<file path="src/rtl/mux_2_1_pkg.sv">
// Shared constants and helpers for the 2:1 selector cell.
// Gate-level delay modelling is enabled by defining MUX_2_1_GATE_DELAY_EN.
`timescale 1ps/1ps

package mux_2_1_pkg;

    // Propagation delay of each datapath gate primitive when delays are modelled.
    localparam int MUX_GATE_DELAY = 50;

    // Default width of the select-toggle counter.
    localparam int MUX_CNT_W_DEFAULT = 16;

    // True only for a clean 0 or 1. Synthesis folds this to constant 1,
    // which makes the unknown-select flag a constant 0 in hardware.
    function automatic logic sel_is_known(input logic s);
        return (s === 1'b0) || (s === 1'b1);
    endfunction

endpackage

</file>
<file path="src/rtl/mux_2_1_bit.sv">
// Single-bit 2:1 gate cell: inverter, two 2-input ANDs and one 2-input OR.
// Each gate carries a MUX_GATE_DELAY delay when MUX_2_1_GATE_DELAY_EN is defined;
// otherwise the identical netlist is zero-delay.
`timescale 1ps/1ps

module mux_2_1_bit
    import mux_2_1_pkg::*;
(
    input  logic i0,
    input  logic i1,
    input  logic sel,
    output logic out
);

    logic sel_n;
    logic and0;
    logic and1;

`ifdef MUX_2_1_GATE_DELAY_EN
    not #(MUX_GATE_DELAY) u_not  (sel_n, sel);
    and #(MUX_GATE_DELAY) u_and0 (and0, i0, sel_n);
    and #(MUX_GATE_DELAY) u_and1 (and1, i1, sel);
    or  #(MUX_GATE_DELAY) u_or   (out, and0, and1);
`else
    not u_not  (sel_n, sel);
    and u_and0 (and0, i0, sel_n);
    and u_and1 (and1, i1, sel);
    or  u_or   (out, and0, and1);
`endif

endmodule

</file>
<file path="src/rtl/mux_2_1.sv">
// WIDTH-bit 2:1 selector with a small clocked observability section that
// counts select changes (saturating) and flags an unknown select (sticky).
// The datapath is purely combinational and ignores clk and rst.
// Optional gate delays: define MUX_2_1_GATE_DELAY_EN (affects datapath only).
`timescale 1ps/1ps

module mux_2_1
    import mux_2_1_pkg::*;
#(
    parameter int WIDTH = 1,
    parameter int CNT_W = MUX_CNT_W_DEFAULT
) (
    input  logic             clk,
    input  logic             rst,
    input  logic [WIDTH-1:0] i0,
    input  logic [WIDTH-1:0] i1,
    input  logic             sel,
    output logic [WIDTH-1:0] out,
    output logic [CNT_W-1:0] sel_toggles,
    output logic             sel_err
);

    localparam logic [CNT_W-1:0] CNT_MAX = {CNT_W{1'b1}};

    // Previously sampled select; only updated by a known select value.
    logic sel_q;

    // One gate cell per data bit, all sharing the select.
    for (genvar n = 0; n < WIDTH; n++) begin : g_bit
        mux_2_1_bit u_bit (
            .i0  (i0[n]),
            .i1  (i1[n]),
            .sel (sel),
            .out (out[n])
        );
    end

    // Count select changes (saturating) and latch any unknown select until reset.
    // NOTE: sequential state uses non-blocking assignments so every register
    // samples pre-edge values regardless of statement order.
    always_ff @(posedge clk or posedge rst) begin
        if (rst) begin
            sel_q       <= 1'b0;
            sel_toggles <= '0;
            sel_err     <= 1'b0;
        end else if (!sel_is_known(sel)) begin
            sel_err <= 1'b1;
        end else begin
            if ((sel != sel_q) && (sel_toggles != CNT_MAX)) begin
                sel_toggles <= sel_toggles + 1'b1;
            end
            sel_q <= sel;
        end
    end

endmodule

</file>
<file path="config.mk">
export PLATFORM = sky130hd
export DESIGN_NAME = mux_2_1
export DESIGN_NICKNAME = d
export VERILOG_FILES = /design/src/rtl/mux_2_1_pkg.sv /design/src/rtl/mux_2_1_bit.sv /design/src/rtl/mux_2_1.sv
export SDC_FILE = /design/constraint.sdc
export NUM_CORES = 1
export LEC_CHECK = 0
export CAP_MARGIN = 20
export CORE_UTILIZATION = 40
export CTS_CLUSTER_SIZE = 16
export DETAILED_ROUTE_END_ITERATION = 10
export MAX_ROUTING_LAYER = met4
export PLACE_DENSITY = 0.68
export SLEW_MARGIN = 40
export SYNTH_ARGS = -nofsm -noshare
export SYNTH_HDL_FRONTEND = slang
export SYNTH_HIERARCHICAL = 1
export SYNTH_SLANG_ARGS = --single-unit
export TNS_END_PERCENT = 1
</file>
<file path="constraint.sdc">
create_clock -name clk -period 1.95 [get_ports clk]
set_input_delay 0.195 -clock clk [delete_from_list [all_inputs] [get_ports clk]]
set_output_delay 0.195 -clock clk [all_outputs]
set_load 0.05 [all_outputs]
</file>
Word level (Yosys, flattened, before mapping)
Cells that the tools add are included.
- bits of input ports: 5
- bits in latches: 0
- flip-flop bits (word level): 18
- memories: 0
- word-level logic and storage cells: 15
- bits in read-only memories: 0
- output and inout bits: 18
- memory bits (writable): 0
- mux-type cells: 0
- magnitude comparators: 0
- divide/modulo/power cells: 0
- bitwise operators: 4
- reduce and logical (&&, ||, !) cells: 3
- multipliers: 0
- shift operators: 0
- add/sub/neg operators: 1
- equal/unequal tests: 4
- operators by type and width (cell ; number):
    $add A16 B1 Y16 const B ; 1
    $ne A16 B16 Y1 const B ; 1
    $and A1 B1 Y1 ; 2
    $eqx A1 B1 Y1 const B ; 2
    $reduce_and A2 Y1 ; 1
    $logic_and A1 B1 Y1 ; 1
    $logic_or A1 B1 Y1 ; 1
    $ne A1 B1 Y1 ; 1
    $not A1 Y1 ; 1
    $or A1 B1 Y1 ; 1

Longest topological paths before layout
- word-level depth: 3
- depth in mapped cells: 5
- depth with buffers taken out: 5

Cells and area by module
Netlist, hierarchy kept.
- modules (own cells, without submodules) (module ; times used ; cells an instance ; area an instance (um2) ; sequential area each (um2)):
    mux_2_1 ; 1 ; 70 ; 912.1 ; 425.4
    mux_2_1_bit ; 1 ; 1 ; 15.0 ; 0.0

Worst setup path before layout
OpenSTA, ideal clock, no wires.
- path type: register to register
- start: reg sel_toggles[0]
- end: reg sel_toggles[4]
- setup slack: 0.034 ns
- arrival time: 1.772 ns
- cell stages (with the launch flop): 6
- setup time: 0.143 ns
- path through: dfrtp_1 > ha_1 > and4_2 > a41oi_4 > nand4_1 > xnor2_1
- longest elaborated chain between the ends: 3
- elaborated cells on any way between the ends: 4
- RTL lines (what ; line ; text):
    start, declared ; mux_2_1.sv:19 ; output logic [CNT_W-1:0] sel_toggles,
    start signal, assigned ; mux_2_1.sv:50 ; sel_toggles <= sel_toggles + 1'b1;
    parallel branches: the longest is 3 deep, another holds $add A16 B1 Y16 ; n/a ;
Several ways; the timed one is not identified.
A chain may end at the register's enable or synchronous reset.

Worst setup path in the final report
- start: reg sel_toggles[5]
- end: out sel_toggles[5]
No word-level cell between the ends.

==> results.txt <==
The logs give 0 for the total of endpoints with negative setup slack in the final report and 1540 microns for the wire length after detailed routing. Grouping stages by cell kind, the critical path spends the most delay in buffers and inverters. The post-synthesis cell area was 927 sq um. The run finished with clean final reports. The final setup TNS is 0 ns. The number of antenna diodes in the final layout is 0. The maximum achievable frequency was 550 MHz.

The worst clock skew was 0.00476 ns; the width of the die was 50.1 microns. The post-CTS clock slew at the launch and capture registers of the worst setup and hold paths was 0.10 ns. The share of cells above drive strength 1 was 0.200.

The class of the worst hold path was input port to asynchronous set/reset pin. The most used flip-flop cell after synthesis is dfrtp_1. The via count of the first global-routing pass was 613. Share of the yosys chip area belonging to registers: 0.459.

For the DRC violation total after the first TritonRoute iteration, the log shows 8. For the worst setup path, the data required time is 1.75 ns. The minimum setup slack in the final design is 0.131 ns. The post-place setup slack was 0.186 ns. The worst voltage drop across the vdd grid is 0.962 mV, and the total number of vias is 639.

The number of buffers on the longest clock path came out at 2. Clock buffer count from CTS: 3. Setup repair after global routing left no endpoint under its margin. Power spread over the standard cell area amounts to 1180 nW/um^2. The global-route wire length before repair was 2860 microns.

In the routed design, unresolved DRC markers number 0. The count of different cell masters after synthesis was 31; the static leakage was 0.000455 uW. The run gives 0 as the post-CTS setup-driven buffer insertion count.

The run gives 0 as the number of routed nets with antenna violations. The combined buffer and inverter count along the critical path was 1. For this run, the post-layout net count is 102. For this design, the CTS-stage hold fixing added 0 buffers. The die extent in y came out at 50.1 microns. The number of resized instances in the post-cts repair step came out at 0.

The weighted congestion at the end of routability-driven global placement was 0.746. The number of antenna violations at the first check in global routing is 0. The minimum clock period after layout is 1.82 ns. In this run the worst path has a maximum fanout of 7. Fraction of registers with async set/reset: 1.00. Using the TritonRoute via totals, the vias-per-cell ratio works out to 5.20.

Number of nets produced by synthesis: 77. The initial core utilization was 0.423. Ratio of final minimum period to clock period: 0.933. The leading cell type in the layout, fill and taps excluded is clkdlybuf4s50_1. Half-perimeter wire length after placement: 1160 microns. STA classifies the critical path startpoint as a flip-flop. The total overflow left after global routing is 0.

Counting the fill cells in the layout gives 198. The count of pins over their slew limit came out at 0. Pin placement for this block handled 23 I/O pins. The critical path goes through clkdlybuf4s50_1. The portion of synthesized cell area occupied by the leading cell type works out to 0.459. The critical setup path kind is flip-flop to output pin. In this run the tool buffered the top-level ports with 21 buffer cells. The slowest stage of the critical path belongs to the cell clkdlybuf4s50_1.

The tools report the depth of the CTS H-tree as 1. The tools report the area of the die as 2510 sq um. The number of detailed-routing iterations run before antenna repair came out at 4.

Endpoint kind of the worst setup timing path: an output pin. Clock latency on the worst-skew pair, taken at its later pin, is 0.28 ns. The count of flip-flops with a built-in enable after synthesis came out at 0. The run gives 71 as the number of instances in the synthesized netlist. TritonCTS built the clock tree. The root buffer cell was clkbuf_4. The relative slew slack was 0.581; the number of maximum-capacitance violations was 0. For the final hold slack, the log shows 0.281 ns. Dividing the detail-routed wire length by the instance count gives 12.5 microns. The top cell types in the final layout, fill and taps aside, are 20 x clkdlybuf4s50_1, 17 x dfrtp_1, 10 x xnor2_1. The run gives 0.155 as the overall fraction of global-route tracks in use.

The number of core rows is 17, and the number of synthesized register bits is 17. After synthesis, the cell types taking the most area are dfrtp_1 46%, xnor2_1 9.4%, nand3_4 3.8%. Compared with the post-synthesis result, the final layout area differs by 28.2%. The number of hold violations in the final report was 0.

The transition time of the tightest slew-check pin was 0.628 ns; the worst endpoint data arrival time was 1.62 ns. The tools report the count of yosys warnings during synthesis as 6. The largest total area in the synthesized netlist belongs to dfrtp_1.

In this run the standard cell core region covers 2190 sq um. Summing all placed instances gives a cell area of 1160 sq um. The tools report the summed area of non-filler cells in the final layout as 1190 sq um.

Averaged over all synthesized cells, the footprint is 13.1 sq um. Longest individual stage delay on the worst path: 0.85 ns. Entering global routing, the biggest net connects 18 pins. The number of clock sinks seen by CTS came out at 17.
state kept, by name (all words and copies together), names as in the netlist:
| register | cells |
|---|---|
| sel_toggles | 16 |
| sel_q | 1 |
logic make-up (layout without fill, tap and decap cells):
group,Yosys count,after routing,synth area share
flip-flops,17,17,0.459
AO/OA/AOI/OAI,6,6,0.0931
multiplexers,3,3,0.0432
XOR/XNOR,14,14,0.140
buffers and inverters,3,27,0.0162
AND/OR/NAND/NOR,26,26,0.231
other,1,1,0.00404
adder cells (fa/ha/maj),1,1,0.0135
metrics by stage:
stage          total power, uW  utilization  cells
4_1_cts                   1420        0.543    123
3_3_place_gp              1220        0.531    119
3_5_place_dp              1230        0.531    119
5_1_grt                   1490        0.543    123
6_report                  1400        0.543    123
2_1_floorplan             1010            -     71
where the power goes:
part	internal (uW)	switching, uW
clock network	79.3	105
registers	432	131
logic	239	417
total	750	653
worst paths after layout:
kind                                             start                           to  slack, ns  cells after the start
min in group clk                                   sel              sel_q$_DFF_PP0_       0.48                      1
setup / recovery            sel_toggles[5]$_DFFE_PP0P_               sel_toggles[5]       0.13                      1
max in group asynchronous                          rst  sel_toggles[11]$_DFFE_PP0P_       1.26                      2
hold reg to reg            sel_toggles[15]$_DFFE_PP0P_  sel_toggles[15]$_DFFE_PP0P_       0.50                      1
setup reg to reg            sel_toggles[0]$_DFFE_PP0P_   sel_toggles[1]$_DFFE_PP0P_       0.18                      4
hold / removal                                     rst   sel_toggles[0]$_DFFE_PP0P_       0.28                      2
cells in the mapped netlist (2+ instances only):
library cell / instances
and3_1: 2
and4_2: 2
dfrtp_1: 17
inv_1: 2
mux2_4: 2
nand2_1: 2
nand3_1: 4
nand3_4: 2
nand4_1: 5
xnor2_1: 10
xor2_1: 3
final cells by class:
class	instances	area (sq um)	share of cell area
Clock buffer	4	26.3	0.0221
Inverter	2	7.51	0.00632
Multi-Input combinational cell	51	487	0.409
Tap cell	28	35.0	0.0295
Sequential cell	17	425	0.358
Timing Repair Buffer	21	208	0.175
per-layer routing:
layer  track usage  vias to the layer above  wire, microns
met5             -                        -              0
met4        0.0714                        0             10
met3        0.0182                        2             63
met2         0.229                       16            738
met1         0.212                      307            723
li1              -                      314              -
(Power assumes the default switching activity.)
==> variant: new RTL, same flow settings <==
Change the package constant `MUX_CNT_W_DEFAULT` from 16 to 20.
--- a/src/rtl/mux_2_1_pkg.sv
+++ b/src/rtl/mux_2_1_pkg.sv
@@ -9,5 +9,5 @@
 
     // Default width of the select-toggle counter.
-    localparam int MUX_CNT_W_DEFAULT = 16;
+    localparam int MUX_CNT_W_DEFAULT = 20;
 
     // True only for a clean 0 or 1. Synthesis folds this to constant 1,
Ports: changed (resized sel_toggles); port bits go from 23 to 27. No check against the original RTL was run, so the function may have changed too.
==> variant against the original RTL <==
Sequential cell count up 4. Final cell count up 20%. Cell area up 14%. Global-route usage up 0.96 points. Synthesized cell count up 25%. Routed wire length up 24%. Area after synthesis up 12%. Clock skew down 0.0031 ns. Power about the same. Setup slack worse by 0.019 ns. Via count up 19%. Largest power group is now registers.
==> variant: results (changes against the original RTL) <==
VDD IR max=0.00114 V (was 0.000962 V); crit path from=sel_toggles[11]$_DFFE_PP0P_ (was sel_toggles[5]$_DFFE_PP0P_); DP HPWL=1480 µm (was 1160 µm); GP Congestion=0.776 (was 0.746); largest net degree at the start of global routing=13 (was 18); fin nets=125 (was 102); CP Data Arrival Time=1.64 ns (was 1.62 ns); Iteration-0 DRC Markers=6 (was 8); fill cell count=229 (was 198); Cell variety after synth=30 (was 31); Port Buf Inserts=25 (was 21); share of cells above drive strength 1=0.195 (was 0.200); register area share after synthesis=0.507 (was 0.459); largest cells by area after synthesis=dfrtp_1, xnor2_1, xor2_1, nand3_1, nand4_1 (was dfrtp_1, xnor2_1, nand3_4, nand4_1, mux2_4); Worst-Margin Slew=0.499 ns (was 0.628 ns); status=finished clean (unchanged); fin cells=148 (was 123); Total Routed Length=1910 µm (was 1540 µm); first-pass GRT wire length=3270 µm (was 2860 µm); Reg clk slew, reported paths=0.12 ns (was 0.10 ns); Critical Path End=sel_toggles[11] (was sel_toggles[5]); Max FO, Critical Path=6 (was 7); number of global-route vias before repair=753 (was 613); GRT Util Overall=0.165 (was 0.155); Leak=0.603 nW (was 0.455 nW); Post-synth top cells=dfrtp_1, xnor2_1, xor2_1 (was dfrtp_1, xnor2_1, nand4_1); placed instance count=144 (was 119); clock skew=0.00169 ns (was 0.00476 ns)
==> variant: cell count changes after synthesis, moves of 3 or more <==
cell | unedited run | this run
nor2_1 | 1 | 6
a21oi_1 | 0 | 4
dfrtp_1 | 17 | 21
nand2_1 | 2 | 6
xor2_1 | 3 | 7
a31oi_1 | 0 | 3
==> variant: layout make-up <==
class / instances / area (µm²) / share of cell area
tap: 30 / 37.5 / 0.0277
inverter: 1 / 3.75 / 0.00277
multi-input combinational: 65 / 495 / 0.366
sequential: 21 / 528 / 0.390
clock buffer: 3 / 22.5 / 0.0166
clock inverter: 1 / 5.00 / 0.00369
timing repair buffer: 27 / 263 / 0.194
==> variant: report_power, final <==
part / internal (W) / total, W / switching [W]
clock: 0.0000762 / 0.000204 / 0.000128
combinational: 0.000215 / 0.000585 / 0.000370
sequential: 0.000514 / 0.000612 / 0.0000984
==> variant: cells by family (layout without fill, tap and decap cells) <==
kind of cell	Yosys count	after routing	synth area share
other	1	1	0.00362
adder cells (fa/ha/maj)	1	1	0.0121
buffers and inverters	3	32	0.0157
multiplexers	2	2	0.0254
AO/OA/AOI/OAI	9	9	0.0676
flip-flops	21	21	0.507
AND/OR/NAND/NOR	35	35	0.217
XOR/XNOR	17	17	0.151
==> variant: what timing repair did <==
action	4_1_cts	5_1_grt
gates resized for setup	0	1
hold buffers	0	0
hold endpoints to repair	0	0
endpoints found under the setup margin	0	1
==> variant: worst min-delay path by stage <==
stage	start	cells past startpoint	to	slack, ns
CTS	rst	2	sel_toggles[2]$_DFFE_PP0P_	0.20
finish	rst	2	sel_toggles[1]$_DFFE_PP0P_	0.18
global route	rst	2	sel_toggles[2]$_DFFE_PP0P_	0.23
global placement	sel_toggles[15]$_DFFE_PP0P_	1	sel_toggles[15]$_DFFE_PP0P_	0.48
floorplan	rst	1	sel_q$_DFF_PP0_	0.17
detailed placement	sel_toggles[19]$_DFFE_PP0P_	1	sel_toggles[19]$_DFFE_PP0P_	0.49
==> variant: stage by stage <==
stage | area (µm²) | util | setup slack (ns) | power, W | hold slack (ns)
after global routing | 1360 | 0.552 | 0.0316 | 0.00147 | 0.227
after CTS | 1350 | 0.551 | 0.0867 | 0.00142 | 0.198
after floorplan | 1040 | - | 0.0753 | 0.00101 | 0.171
final | 1360 | 0.552 | 0.113 | 0.00140 | 0.181
after detailed placement | 1330 | 0.540 | 0.0750 | 0.00121 | 0.491
after global placement | 1330 | 0.540 | 0.149 | 0.00119 | 0.485
==> variant: routing by layer <==
layer	routed length [µm]	global-route usage	vias up	part of all wire
met5	0	-	-	0
met4	13	0.0526	0	0.0068
met3	82	0.0431	2	0.043
met2	898	0.245	18	0.47
met1	913	0.218	377	0.48
li1	-	-	365	-
